==> config.mk <==
export PLATFORM = sky130hd
export DESIGN_NAME = dcache_write_buffer
export DESIGN_NICKNAME = d
export VERILOG_FILES = /design/src/rtl/dcache_write_buffer.sv
export SDC_FILE = /design/constraint.sdc
export NUM_CORES = 2
export LEC_CHECK = 0
export ABC_AREA = 1
export CAP_MARGIN = 20
export CORE_UTILIZATION = 30
export CTS_BUF_LIST = sky130_fd_sc_hd__clkbuf_16
export CTS_CLUSTER_DIAMETER = 100
export DETAILED_ROUTE_END_ITERATION = 16
export PLACE_DENSITY = 0.56
export SKIP_LAST_GASP = 1
export SLEW_MARGIN = 10
export SYNTH_ARGS = -nofsm -noshare
export SYNTH_HDL_FRONTEND = slang
export SYNTH_SLANG_ARGS = --single-unit
==> constraint.sdc <==
create_clock -name clk -period 6.67 [get_ports clk]
set_input_delay 1.334 -clock clk [delete_from_list [all_inputs] [get_ports clk]]
set_output_delay 1.334 -clock clk [all_outputs]
set_load 0.01 [all_outputs]
==> src/rtl/dcache_write_buffer.sv <==
// Line-granular write-back buffer between the dcache eviction port and the AXI cached-write port.
// Buffers dirty lines in FIFO order, coalesces rewrites of queued lines, and serves miss-path snoops.
//
// state  | meaning
// IDLE   | head not issued; start a write when any entry is valid
// REQ    | wr_req asserted with the head line, waiting for wr_rdy
// WAIT_B | head line issued, waiting for wr_bvalid to retire it
module dcache_write_buffer #(
  parameter int DEPTH  = 4,
  parameter int LINE_W = 128
) (
  input  logic                     clk,
  input  logic                     resetn,
  input  logic                     in_req,
  input  logic [31:0]              in_addr,
  input  logic [LINE_W-1:0]        in_data,
  output logic                     in_rdy,
  output logic                     wr_req,
  output logic [31:0]              wr_addr,
  output logic [LINE_W-1:0]        wr_data,
  input  logic                     wr_rdy,
  input  logic                     wr_bvalid,
  input  logic [31:0]              snoop_addr,
  output logic                     snoop_hit,
  output logic [LINE_W-1:0]        snoop_data,
  output logic                     empty,
  output logic [$clog2(DEPTH):0]   count
);

  localparam int PW = $clog2(DEPTH);
  localparam int CW = PW + 1;

  typedef enum logic [1:0] {IDLE, REQ, WAIT_B} state_e;

  state_e            state_q, state_d;
  logic [PW-1:0]     head_q, head_d, tail_q, tail_d;
  logic [CW-1:0]     count_q, count_d;
  logic              valid_q [DEPTH];
  logic              valid_d [DEPTH];
  logic [27:0]       tag_q   [DEPTH];
  logic [27:0]       tag_d   [DEPTH];
  logic [LINE_W-1:0] data_q  [DEPTH];
  logic [LINE_W-1:0] data_d  [DEPTH];

  logic              coal_hit;
  logic [PW-1:0]     coal_idx;
  logic              not_full, push, pop;
  logic [PW-1:0]     snp_idx;
  logic              unused_lo;

  assign unused_lo = ^{in_addr[3:0], snoop_addr[3:0]};

  // The in-flight head must keep its data stable, so it is never a coalesce target.
  always_comb begin
    coal_hit = 1'b0;
    coal_idx = '0;
    for (int i = 0; i < DEPTH; i++) begin
      if (valid_q[i] && tag_q[i] == in_addr[31:4] &&
          !(state_q != IDLE && PW'(i) == head_q)) begin
        coal_hit = 1'b1;
        coal_idx = PW'(i);
      end
    end
  end

  assign not_full = count_q < CW'(DEPTH);
  assign in_rdy   = not_full | coal_hit;
  assign push     = in_req & ~coal_hit & not_full;
  assign pop      = (state_q == WAIT_B) & wr_bvalid;

  always_comb begin
    state_d = state_q;
    wr_req  = 1'b0;
    case (state_q)
      IDLE:    if (count_q != '0) state_d = REQ;
      REQ: begin
        wr_req = 1'b1;
        if (wr_rdy) state_d = WAIT_B;
      end
      WAIT_B:  if (wr_bvalid) state_d = IDLE;
      default: state_d = IDLE;
    endcase
  end

  always_comb begin
    head_d  = head_q;
    tail_d  = tail_q;
    valid_d = valid_q;
    tag_d   = tag_q;
    data_d  = data_q;
    if (in_req && coal_hit) data_d[coal_idx] = in_data;
    if (push) begin
      valid_d[tail_q] = 1'b1;
      tag_d[tail_q]   = in_addr[31:4];
      data_d[tail_q]  = in_data;
      tail_d          = tail_q + 1'b1;
    end
    if (pop) begin
      valid_d[head_q] = 1'b0;
      head_d          = head_q + 1'b1;
    end
    count_d = count_q + CW'(push) - CW'(pop);
  end

  // Walk oldest to youngest so the last match found is the youngest copy.
  always_comb begin
    snoop_hit  = 1'b0;
    snoop_data = '0;
    snp_idx    = '0;
    for (int k = 0; k < DEPTH; k++) begin
      snp_idx = head_q + PW'(k);
      if (valid_q[snp_idx] && tag_q[snp_idx] == snoop_addr[31:4]) begin
        snoop_hit  = 1'b1;
        snoop_data = data_q[snp_idx];
      end
    end
  end

  assign wr_addr = {tag_q[head_q], 4'b0000};
  assign wr_data = data_q[head_q];
  assign empty   = (count_q == '0) && (state_q == IDLE);
  assign count   = count_q;

  always_ff @(posedge clk or negedge resetn) begin
    if (!resetn) begin
      state_q <= IDLE;
      head_q  <= '0;
      tail_q  <= '0;
      count_q <= '0;
      for (int i = 0; i < DEPTH; i++) begin
        valid_q[i] <= 1'b0;
        tag_q[i]   <= '0;
        data_q[i]  <= '0;
      end
    end else begin
      state_q <= state_d;
      head_q  <= head_d;
      tail_q  <= tail_d;
      count_q <= count_d;
      for (int i = 0; i < DEPTH; i++) begin
        valid_q[i] <= valid_d[i];
        tag_q[i]   <= tag_d[i];
        data_q[i]  <= data_d[i];
      end
    end
  end

endmodule

==> metrics.txt <==
worst hold start tag_q[63]$_DFFE_PN0P_; Reg2Reg Depth 17; Cell Pwr Density 505 nW/µm²; Clock Skew 0.0314 ns; CTS tree built; Finished Layout Cells 9437; port bufs 479; Slew Viols, Final 0; vias in the first global route 45704; DRT Pass-1 Iters 7; final WL 199 mm; register area share after synthesis 33.5%; GP Congestion 0.968; largest net degree at the start of global routing 221; Ys Warns 0; die area 160000 µm²; max frequency 158 MHz; Inst Count DP 9270; initial antenna violation count 17; Peak supply drop 0.597 mV; Sink Count 637; Reg-to-Reg End data_q[360]$_DFF_PN0_; wire per inst 21.1 µm; worst setup path start head_q[0]$_DFFE_PN0P_; # setup viols final 0; status complete, no violations; first-pass GRT wire length 293 mm; Post-Syn Instances 7180; initial drt markers 4581; vias per cell 5.28; core area 157000 µm²; Post-Syn Area per Cell 6.62 µm²; Syn-to-layout area delta 18.4%; CTS max path bufs 3; Initial Util 30.3%; Skew-Pair Late Insertion Delay 0.70 ns; Worst Setup End Kind output pin; Post-synth EDFFs 0; layout cells sized above 1 3.20%; RR Startpoint head_q[1]$_DFFE_PN0P_; fin nets 7506; minimum clock period 6.35 ns; max_cap viols 0; Post-synth ARST share 100%; maximum fanout along the worst path 155; Slew HR 21.0%; Die Wd 400 µm; Arrival @ worst endpoint 5.01 ns; Setup Crit Path Kind reg -> out; post-synthesis cell area 47600 µm²; Die Height 400 µm; DRC Markers 0; GRT Total Usage 24.1%; Routed Antenna Nets 0; library cells used by synthesis 32; ys flop type dfrtp_1; WHS Endpoint tag_q[63]$_DFFE_PN0P_; pin slew with the least headroom to its limit 1.19 ns; # rows 145; grt ovf 0; clock transition at the registers of the reported paths 0.06 ns; CTS root buf clkbuf_16; detailed-route via count 49782; R2R setup slack 1.93 ns; hold path depth 2; Hold Vio Cnt, Final 0; fin crit share 95.2%; RSZ-0062 raised after global routing no; I/O pin cnt 492; Util after Layout 35.9%; Seq cells post-synth 637; worst path required time 5.34 ns; Post-DP HPWL 120 mm; Fin Setup TNS 0 ns; CTS Buf Count 83; Hold Crit Class reg -> reg; CTS H-tree lvls 3; Setup crit start kind flip-flop; LEAKAGE 29.7 nW
[cells in the mapped netlist (21+ instances only)]
library cell,instances,area (µm²)
o21ai_0,531,2660
o21ai_1,22,110
o22ai_1,21,131
xor2_1,49,429
a21oi_1,139,696
mux2i_1,513,5130
clkbuf_1,206,773
buf_2,262,1310
buf_1,26,97.6
nand2_1,2823,10600
nor2_1,99,372
o211ai_1,132,991
nand4_1,23,144
dfrtp_1,637,15900
buf_6,31,349
nand3_1,1058,5300
inv_1,536,2010
[routing by layer]
layer | track usage, % | vias up | routed length [µm]
met1 | 32.4 | 23790 | 84900
met5 | 0 | - | 62
met3 | 3.04 | 350 | 14700
li1 | - | 23617 | -
met2 | 38.7 | 2015 | 92100
met4 | 10.1 | 10 | 7310
[worst max-delay path by stage]
stage                     slack (ns)  cells after the start              to
after floorplan                 1.75                     22  snoop_data[97]
after global placement          0.63                     16  snoop_data[71]
after detailed placement        0.65                     16  snoop_data[71]
after CTS                       0.13                     19  snoop_data[71]
after global routing            0.08                     19  snoop_data[85]
final                           0.32                     16  snoop_data[29]
[critical path, cell delays in order, from the launching register on]
cell	delay, ns
dfrtp_4	0.49
clkinv_2	0.12
ha_4	0.30
buf_12	0.50
nand3_1	0.19
nand3_1	0.24
o21ai_1	0.16
a21oi_1	0.15
nand2_1	0.07
nor2_1	0.08
nand2_1	0.09
nor2_4	0.19
buf_12	0.28
buf_4	0.31
o211ai_1	0.11
nand2_1	0.14
clkdlybuf4s50_1	0.55
[logic make-up after synthesis]
kind of cell / after synthesis / share of synthesized area (%)
AOI/OAI and AO/OA: 849 / 9.70
DFF: 637 / 33.5
adders and majority gates: 11 / 0.305
muxes: 513 / 10.8
other: 1 / 0.00788
buffers and inverters: 1081 / 9.81
xor gates and xnor gates: 54 / 0.994
and+or+nand+nor: 4034 / 34.9
[metrics by stage]
step | power, mW | worst slack [ns] | instance area [µm²] | hold slack, ns
final | 28.5 | 0.322 | 56300 | 0.505
after global routing | 30.7 | 0.0808 | 56300 | 0.550
after CTS | 28.4 | 0.127 | 56300 | 0.510
after detailed placement | 23.8 | 0.649 | 53600 | 0.495
after global placement | 23.5 | 0.631 | 53600 | 0.498
after floorplan | 18.2 | 1.75 | 47600 | 0.474
[cells in the final DEF, fill, tap and decap left out, drive strengths merged, types with 10 or more instances in the layout]
cell type	count
mux2i	513
inv	563
nand3	1059
a21oi	139
clkdlybuf4s50	478
clkbuf	86
nand4	23
o21ai	553
nor2	104
diode	12
buf	91
xor2	49
nor3	18
o22ai	21
nand2	2823
clkinv	39
o211ai	132
ha	10
dfrtp	637
[final cells by class]
class | instances | area (µm²)
Tap cell | 2058 | 2570
Fill cell | 16729 | 100000
Clock inverter | 68 | 480
Antenna cell | 12 | 30.0
Multi-Input combinational cell | 5465 | 27100
Timing Repair Buffer | 569 | 5990
Sequential cell | 637 | 15900
Clock buffer | 86 | 2150
Inverter | 542 | 2040
[state kept, by name, summed over array words and instances (netlist names)]
register / cells
data_q: 512
tag_q: 112
valid_q: 4
count: 3
head_q: 2
state_q: 2
tail_q: 2
[repair_timing]
| item | CTS | global route |
|---|---|---|
| setup buffers | 0 | 1 |
| hold buffers | 0 | 0 |
| endpoints found under the setup margin | 0 | 6 |
| gates resized for setup | 0 | 1 |
[where the power goes]
group	internal, mW	leakage, nW	switching, mW
sequential	5.62	8.01	1.68
clock	2.53	1.36	1.94
combinational	6.19	20.4	10.5
total	14.3	29.7	14.1
Note: power is estimated with default switching activity, not from simulation.
